## config.mk

```make
export PLATFORM = sky130hd
export DESIGN_NAME = alu_cmd_parser
export DESIGN_NICKNAME = d
export VERILOG_FILES = /design/src/rtl/alu_pkg.sv /design/src/rtl/alu_cmd_parser.sv
export SDC_FILE = /design/constraint.sdc
export NUM_CORES = 1
export LEC_CHECK = 0
export CAP_MARGIN = 15
export CORE_MARGIN = 5
export CORE_UTILIZATION = 40
export CTS_CLUSTER_SIZE = 12
export DETAILED_ROUTE_END_ITERATION = 7
export PLACE_DENSITY = 0.68
export SETUP_SLACK_MARGIN = 0.4
export SKIP_CTS_REPAIR_TIMING = 1
export SLEW_MARGIN = 20
export SYNTH_ARGS = -nofsm -noshare
export SYNTH_HDL_FRONTEND = slang
export SYNTH_SLANG_ARGS = --single-unit
```

## constraint.sdc

```tcl
create_clock -name clk -period 1.3 [get_ports clk]
set_input_delay 0.13 -clock clk [delete_from_list [all_inputs] [get_ports clk]]
set_output_delay 0.13 -clock clk [all_outputs]
set_load 0.01 [all_outputs]
```

## src/rtl/alu_pkg.sv

```systemverilog
// Shared constants and state encoding for the ALU command parser.
// ALU_CMD_CSUM_EN adds the checksum state to the encoding.
package alu_pkg;

    localparam logic [2:0] HDR_MARK = 3'b101;

    localparam logic [4:0] OP_SUM = 5'h10;
    localparam logic [4:0] OP_SUB = 5'h08;
    localparam logic [4:0] OP_MUL = 5'h04;
    localparam logic [4:0] OP_DIV = 5'h02;
    localparam logic [4:0] OP_RMD = 5'h01;
    localparam logic [4:0] OP_AND = 5'h11;
    localparam logic [4:0] OP_OR  = 5'h12;
    localparam logic [4:0] OP_XOR = 5'h14;

    localparam logic [3:0] DT_I = 4'h8;
    localparam logic [3:0] DT_F = 4'h4;
    localparam logic [3:0] DT_U = 4'h2;
    localparam logic [3:0] DT_S = 4'h1;
    localparam logic [3:0] DT_ALL = DT_I | DT_F | DT_U | DT_S;

    typedef enum logic [2:0] {
        ST_HDR   = 3'd0,
        ST_DTY   = 3'd1,
        ST_S1    = 3'd2,
        ST_S2    = 3'd3,
`ifdef ALU_CMD_CSUM_EN
        ST_CSUM  = 3'd4,
`endif
        ST_ISSUE = 3'd5,
        ST_WAIT  = 3'd6,
        ST_SEND  = 3'd7
    } state_t;

    function automatic logic op_valid(input logic [4:0] op);
        logic ok;
        case (op)
            OP_SUM, OP_SUB, OP_MUL, OP_DIV,
            OP_RMD, OP_AND, OP_OR, OP_XOR: ok = 1'b1;
            default: ok = 1'b0;
        endcase
        return ok;
    endfunction

    function automatic logic dtype_valid(input logic [7:0] b);
        return (b[7:4] == 4'h0) && ((b[3:0] & DT_ALL) != 4'h0);
    endfunction

endpackage

```

## src/rtl/alu_cmd_parser.sv

```systemverilog
// Byte-stream command parser: frames in, one ALU issue, result byte out.
// Define ALU_CMD_CSUM_EN to require a trailing XOR checksum byte.
module alu_cmd_parser
    import alu_pkg::*;
#(
    parameter int         TIMEOUT_CYCLES = 64,
    parameter logic [7:0] ERR_CODE       = 8'hEE
) (
    input  logic       clk,
    input  logic       rst,
    input  logic       rx_valid,
    input  logic [7:0] rx_data,
    output logic       rx_ready,
    output logic       parser_done,
    output logic [7:0] src1,
    output logic [7:0] src2,
    output logic [3:0] dtype,
    output logic [4:0] operator,
    input  logic       alu_done,
    input  logic [7:0] calc_res,
    output logic       tx_valid,
    output logic [7:0] tx_data,
    input  logic       tx_ready,
    output logic       err_pulse
);

    localparam int CW = $clog2(TIMEOUT_CYCLES + 1);
    localparam logic [CW-1:0] CNT_LAST = CW'(TIMEOUT_CYCLES - 1);

    state_t state_q, state_d;

    logic [4:0]    hop_q, hop_d;
    logic [3:0]    hdt_q, hdt_d;
    logic [7:0]    hs1_q, hs1_d;
`ifdef ALU_CMD_CSUM_EN
    logic [7:0]    hs2_q, hs2_d;
    logic [7:0]    sum_q, sum_d;
`endif
    logic [4:0]    op_q, op_d;
    logic [3:0]    dt_q, dt_d;
    logic [7:0]    s1_q, s1_d;
    logic [7:0]    s2_q, s2_d;
    logic [7:0]    txd_q, txd_d;
    logic [CW-1:0] cnt_q, cnt_d;
    logic          err_q, err_d;
    logic          rx_st;
    logic          rx_fire;

    always_comb begin
        rx_st = 1'b0;
        case (state_q)
            ST_HDR, ST_DTY, ST_S1, ST_S2: rx_st = 1'b1;
`ifdef ALU_CMD_CSUM_EN
            ST_CSUM: rx_st = 1'b1;
`endif
            default: rx_st = 1'b0;
        endcase
    end

    assign rx_ready    = rx_st & ~rst;
    assign rx_fire     = rx_valid & rx_ready;
    assign parser_done = (state_q == ST_ISSUE);
    assign tx_valid    = (state_q == ST_SEND);
    assign tx_data     = txd_q;
    assign err_pulse   = err_q;
    assign operator    = op_q;
    assign dtype       = dt_q;
    assign src1        = s1_q;
    assign src2        = s2_q;

    // Frame bytes land in staging registers; the visible operand
    // registers only change on the transfer into ISSUE.
    always_comb begin
        state_d = state_q;
        hop_d   = hop_q;
        hdt_d   = hdt_q;
        hs1_d   = hs1_q;
`ifdef ALU_CMD_CSUM_EN
        hs2_d   = hs2_q;
        sum_d   = sum_q;
`endif
        op_d    = op_q;
        dt_d    = dt_q;
        s1_d    = s1_q;
        s2_d    = s2_q;
        txd_d   = txd_q;
        cnt_d   = cnt_q;
        err_d   = 1'b0;
        unique case (state_q)
            ST_HDR: begin
                if (rx_fire) begin
                    if (rx_data[7:5] == HDR_MARK &&
                        op_valid(rx_data[4:0])) begin
                        hop_d   = rx_data[4:0];
`ifdef ALU_CMD_CSUM_EN
                        sum_d   = rx_data;
`endif
                        state_d = ST_DTY;
                    end else begin
                        err_d = 1'b1;
                    end
                end
            end
            ST_DTY: begin
                if (rx_fire) begin
                    if (dtype_valid(rx_data)) begin
                        hdt_d   = rx_data[3:0];
`ifdef ALU_CMD_CSUM_EN
                        sum_d   = sum_q ^ rx_data;
`endif
                        state_d = ST_S1;
                    end else begin
                        err_d   = 1'b1;
                        state_d = ST_HDR;
                    end
                end
            end
            ST_S1: begin
                if (rx_fire) begin
                    hs1_d   = rx_data;
`ifdef ALU_CMD_CSUM_EN
                    sum_d   = sum_q ^ rx_data;
`endif
                    state_d = ST_S2;
                end
            end
            ST_S2: begin
                if (rx_fire) begin
`ifdef ALU_CMD_CSUM_EN
                    hs2_d   = rx_data;
                    sum_d   = sum_q ^ rx_data;
                    state_d = ST_CSUM;
`else
                    op_d    = hop_q;
                    dt_d    = hdt_q;
                    s1_d    = hs1_q;
                    s2_d    = rx_data;
                    state_d = ST_ISSUE;
`endif
                end
            end
`ifdef ALU_CMD_CSUM_EN
            ST_CSUM: begin
                if (rx_fire) begin
                    if (rx_data == sum_q) begin
                        op_d    = hop_q;
                        dt_d    = hdt_q;
                        s1_d    = hs1_q;
                        s2_d    = hs2_q;
                        state_d = ST_ISSUE;
                    end else begin
                        err_d   = 1'b1;
                        state_d = ST_HDR;
                    end
                end
            end
`endif
            ST_ISSUE: begin
                cnt_d   = '0;
                state_d = ST_WAIT;
            end
            ST_WAIT: begin
                // A result on the last allowed cycle still wins.
                if (alu_done) begin
                    txd_d   = calc_res;
                    state_d = ST_SEND;
                end else if (cnt_q == CNT_LAST) begin
                    txd_d   = ERR_CODE;
                    err_d   = 1'b1;
                    state_d = ST_SEND;
                end else begin
                    cnt_d = cnt_q + CW'(1);
                end
            end
            ST_SEND: begin
                if (tx_ready) begin
                    state_d = ST_HDR;
                end
            end
            default: state_d = ST_HDR;
        endcase
    end

    always_ff @(posedge clk) begin
        if (rst) begin
            state_q <= ST_HDR;
            hop_q   <= '0;
            hdt_q   <= '0;
            hs1_q   <= '0;
`ifdef ALU_CMD_CSUM_EN
            hs2_q   <= '0;
            sum_q   <= '0;
`endif
            op_q    <= '0;
            dt_q    <= '0;
            s1_q    <= '0;
            s2_q    <= '0;
            txd_q   <= '0;
            cnt_q   <= '0;
            err_q   <= 1'b0;
        end else begin
            state_q <= state_d;
            hop_q   <= hop_d;
            hdt_q   <= hdt_d;
            hs1_q   <= hs1_d;
`ifdef ALU_CMD_CSUM_EN
            hs2_q   <= hs2_d;
            sum_q   <= sum_d;
`endif
            op_q    <= op_d;
            dt_q    <= dt_d;
            s1_q    <= s1_d;
            s2_q    <= s2_d;
            txd_q   <= txd_d;
            cnt_q   <= cnt_d;
            err_q   <= err_d;
        end
    end

endmodule

```

Yosys cells after proc, flatten, opt, wreduce, memory -nomap -nowiden
Memory sizes are Yosys's and may differ from the RTL's.
Index checks and enable logic that the tools add are counted.

operators by class
  eq/ne operators = 17
  multipliers = 0
  bitwise operators = 3
  order comparisons = 0
  add/subtract/negate cells = 1
  reductions and logical operators = 15
  shift-type cells = 0
  divide/modulo/power cells = 0
  mux-type cells = 25

operators by type and width
  operator             number
  $mux 3               8
  $pmux 3 s7           1
  $mux 8               2
  $mux 7               2
  $ne 2x2->1 const B   7
  $pmux 7 s2           1
  $eq 3x3->1 const B   4
  $mux 1               9
  $reduce_and 3->1     3
  $add 7x1->7 const B  1
  $eq 7x6->1 const B   1
  $reduce_and 7->1     1
  $eq 3x2->1 const B   2
  $reduce_and 2->1     3
  $logic_not 4->1      1
  $reduce_bool 2->1    2
  $reduce_bool 4->1    1
  $reduce_or 4->1      1
  $eq 3x1->1 const B   1
  $logic_not 3->1      1
  $ne 3x3->1 const B   1
  $pmux 1 s3           1
  $and 1x1->1          2
  $logic_and 1x1->1    2
  other kinds (3)      3

storage, ports and cells
  bits in registers = 61
  bits in latches = 0
  bits in read-only memories = 32
  memory bits (writable) = 0
  bits of input ports = 21
  memories = 1

memory list
  name              words  bits a word  read ports  clocked after memory_dff  write ports  line           text
  (name not given)  32     1            1           0                         0            alu_pkg.sv:37  case (op)

Depth between registers and ports, before layout
Gate-level depths: netlist of the first run.

  depth in word-level cells = 11
  mapped depth = 7

Least setup slack after synthesis of the first run
No wires, ideal clock.

  kind = register -> register
  start point = register cnt_q[0]
  end point = register cnt_q[5]
  slack = -0.046 ns
  buffers on the path = 0
  library setup time = 0.124 ns
  data arrival time = 1.222 ns
  period minus slack after synthesis = 1.346 ns
  cell stages (with the launch flop) = 6
  cell sequence = dfxtp_1 > ha_1 > and3b_1 > a21boi_2 > o2111ai_1 > mux2i_1

between the ends
  longest elaborated chain between the ends = 4
  elaborated cells between the ends (all ways) = 7

RTL lines
  item                    line                   text
  start, declared         alu_cmd_parser.sv:44   logic [CW-1:0] cnt_q, cnt_d;
  start signal, assigned  alu_cmd_parser.sv:215  cnt_q <= cnt_d;
  $add 7x1->7             alu_cmd_parser.sv:172  cnt_d = cnt_q + CW'(1);
  $mux 7                  alu_cmd_parser.sv:167  end else if (cnt_q == CNT_LAST) begin
  $mux 7                  alu_cmd_parser.sv:164  if (alu_done) begin
  $pmux 7 s2              alu_cmd_parser.sv:89   unique case (state_q)

Parallel ways exist; a longest one is shown, timed or not. The select of a mux whose other input is x is not followed.
A chain may end at the register's enable or synchronous reset.

Worst setup path after layout of the first run
  start point = register state_q[2]
  end point = register state_q[1]

between the ends
  longest elaborated chain between the ends = 7
  elaborated cells between the ends (all ways) = 20

RTL lines
  item                                      line                                        text
  start, declared                           alu_cmd_parser.sv:30                        state_t state_q, state_d;
  start signal, assigned                    alu_cmd_parser.sv:202                       state_q <= state_d;
  $eq 3x2->1, or another cell as far along  alu_cmd_parser.sv:51, alu_cmd_parser.sv:89
  $reduce_or 4->1                           alu_cmd_parser.sv:51                        case (state_q)
  $mux 1                                    alu_cmd_parser.sv:51
  $and 1x1->1                               alu_cmd_parser.sv:60                        assign rx_ready = rx_st & ~rst;
  $and 1x1->1                               alu_cmd_parser.sv:61                        assign rx_fire = rx_valid & rx_ready;
  $ne 2x2->1 (no line)                      --
  $reduce_and 7->1 (no line)                --

Parallel ways exist; a longest one is shown, timed or not.

==> results of run 1 <==
-- layer usage --
| metal | track usage [%] | part of all wire (%) | up-vias |
|---|---|---|---|
| met5 | 0 | 0 | - |
| met4 | 6.41 | 2.4 | 0 |
| met3 | 4.96 | 3.4 | 19 |
| met2 | 26.0 | 50 | 49 |
| met1 | 21.6 | 44 | 1277 |
| li1 | - | - | 1289 |
-- cell usage after synthesis (4+ instances only) --
library cell,instances
dfxtp_1,61
nand2_1,56
a21oi_1,39
nor2_1,16
mux2i_1,15
inv_1,11
buf_2,9
nand3_1,8
clkbuf_1,7
nand4_1,6
o21a_1,6
o31ai_1,5
and3_1,4
nor3_1,4
o21ai_0,4
-- critical path: cells and delay by family (launching register included) --
kind                   cells  cell delay, ns
buffers and inverters      1            0.14
AO/OA/AOI/OAI              2            0.39
flip-flops                 1            0.38
AND/OR/NAND/NOR            2            0.50
-- worst paths after layout --
| kind | to | cells after the start |
|---|---|---|
| worst min-delay path | hs1_q[2]$_SDFFE_PP0P_ | 3 |
| worst min register to register | src1[7]$_SDFFE_PP0P_ | 2 |
| worst max register to register | state_q[1]$_SDFFE_PP0P_ | 5 |
| worst max-delay path | state_q[1]$_SDFFE_PP0P_ | 5 |
-- sequential cells by signal (all words and copies together), names as in the netlist --
register / count
cnt_q: 7
dtype: 4
err_pulse: 1
hdt_q: 4
hop_q: 5
hs1_q: 8
operator: 5
src1: 8
src2: 8
state_q: 3
tx_data: 8
-- metrics by stage --
step	TNS, ns	setup slack (ns)	power, mW	util, %	instances
after floorplan	0	0.0177	2.06	-	305
after CTS	-7.73	-0.566	3.65	60.9	485
after global placement	-18.56	-0.590	2.21	58.3	469
final	-5.40	-0.170	3.68	70.4	502
after detailed placement	-19.51	-0.639	2.22	58.3	469
after global routing	-9.91	-0.267	3.83	70.4	502
-- power by group --
| group | internal (mW) | switching (mW) | total [mW] |
|---|---|---|---|
| combinational | 0.174 | 0.181 | 0.355 |
| sequential | 1.87 | 0.00666 | 1.87 |
| clock | 0.675 | 0.776 | 1.45 |
| total | 2.72 | 0.964 | 3.68 |
-- layout make-up --
| cell class | instances | area [um^2] |
|---|---|---|
| inverters | 12 | 62.6 |
| clock buffers | 9 | 124 |
| diodes | 1 | 2.50 |
| well taps | 77 | 96.3 |
| fillers | 469 | 1900 |
| repair buffers | 123 | 1240 |
| clock inverters | 7 | 42.5 |
| flip-flops and latches | 61 | 1280 |
| multi-input cells | 212 | 1680 |
-- logic make-up after synthesis --
| logic type | after synthesis | synth area share (%) |
|---|---|---|
| buffers and inverters | 32 | 5.92 |
| XOR/XNOR | 2 | 0.658 |
| adder cells (fa/ha/maj) | 3 | 1.41 |
| AO/OA/AOI/OAI | 72 | 17.2 |
| flip-flops | 61 | 45.8 |
| multiplexers | 16 | 6.06 |
| AND/OR/NAND/NOR | 119 | 22.9 |
==> impl_results.md, run 1 <==
* Number of nets produced by synthesis at ~330
* Post-Syn Area at between 0.002 and 0.003 mm^2
* Hold Crit Start: rx_data[2]
* Setup violation total in the final timing report at 60
* Leading cell type in the layout, fill and taps excluded: buf_4
* Class of the most critical setup path: reg -> reg
* Cell Chain, Critical Path: buf_6, nor4b_4, nand3_2, a221oi_2, a31o_1
* Initial cell density of the core at between 40% and 50%
* DR pass1 iterations at 4
* Clock-pin slew on the worst setup and hold paths at approximately 0.070 ns
* Number of different library cells in the post-synthesis netlist at 50
* Global-route wire length before repair at 11,200 um
* Detailed placer's ending HPWL at between 4000 and 5000 um
* Final worst hold slack at about 0.26 ns
* IR drop worst, VDD at 0.563 mV
* Number of global-route vias before repair at between 2k and 2.5k
* Sort of element at the end of the critical path: flop
* Static Leak at 1.87 nW
* Die H at roughly 92 um
* Delay contributed by the slowest stage of the critical path at between 0.3 and 0.4 ns
* Layout net count at ~440
* Placer's final routability congestion estimate at roughly 0.82
* Total CTS buffers at 9
* Sequential-to-total area share from yosys stat at between 40% and 50%
* Synth top area share at a little under half
* Max-slew violation count at 0
* EDFF count, synth at 0
* Syn_area_per_cell at ~8.7 um^2
* Most frequent cells in the layout: buf_4 (50), buf_6 (48), dfxtp_2 (37), nand2_1 (28), a21oi_1 (25)
* Cell area power density at between 800 and 900 mW/mm^2
* Floorplan die area at between 0.008 and 0.009 mm^2
* Final WL at ~8000 um
* I/O pin count at between 50 and 60
* Area after detailed placement at 0.00374 mm^2
* Ys async rst share at 0%
* Final std cell area, no fill at 0.00452 mm^2
* Standard-cell rows at 29
* Post-synth top flop: dfxtp_1
* Cell accounting for the most synthesized area: dfxtp_1
* Hold crit path type: in -> reg
* Post-synthesis cell count at approximately 310
* Slowest-stage cell, CP: dfxtp_4
* Unrepaired setup endpoints after global routing: true
* H-Tree Level Count at 3
* Hold Vio Cnt, Final at 0
* Drt drc at 0
* Overflow left after global routing at 0
* Critical path arrival at about 1.8 ns
* CTS tree: done
* Setup crit start: state_q[2]$_SDFFE_PP0P_
* Failing checks: negative setup slack
* Dominant cells by area after synthesis: dfxtp_1 (46%), nand2_1 (7.9%), a21oi_1 (7.3%)
* Clk Latency, worst-skew pair at between 0.3 and 0.4 ns
* Overall fraction of global-route tracks in use at between 10% and 20%
* Max-Slew Margin vs Limit at between 70% and 80%
* Synthesis Warnings at 0
* Core box area at 0.00642 mm^2
* Register bit count reported by yosys at 61
* Clock root buffer: clkbuf_8
* Detail-routed via count per cell at approximately 5.2
* F_max at between 600 and 700 MHz
* Worst setup slack for register-to-register paths at -0.17 ns
* Worst clock skew at ~0.0086 ns
* Largest fanout of any net on the critical path at 6
* Pin count of the biggest net entering global routing at 38
* Number of routed nets with antenna violations at 0
* Maximum capacitance violations at 0
* Data required time of the critical path at between 1.5 and 2 ns
* Outcome: finished with violations
* Chip Width at approximately 92 um
* Post-route worst setup slack at -0.170 ns
* Startpoint type of the worst setup path: flop
* Share of the clock period used by the worst path after layout at 113%
* Vias at around 2.6k
* Avg WL per Cell at roughly 16 um
* Number of design-rule violations left by the first detailed-router iteration at between 80 and 90
* Antenna violations before repair at 1
* Share of post-route cells with drive strength above 1 at between 50% and 60%
* Maximum root-to-sink buffer count at 2
* Minimum clock period at between 1 and 1.5 ns
* Area Overhead vs Synth at 69.8%
* Num Clock Sinks at 61
* Port buffer count at 57
* Critical R2R Launch: state_q[2]$_SDFFE_PP0P_
* Worst Tran Pin Value at 0.416 ns
Note: power is estimated with default switching activity, not from simulation.
==> run 2: changes to the inputs <==
Settings changed: GPL_ROUTABILITY_DRIVEN set to 0.
==> results of run 2 <==
The final DEF is identical to that of run 1; final timing and power are the same.
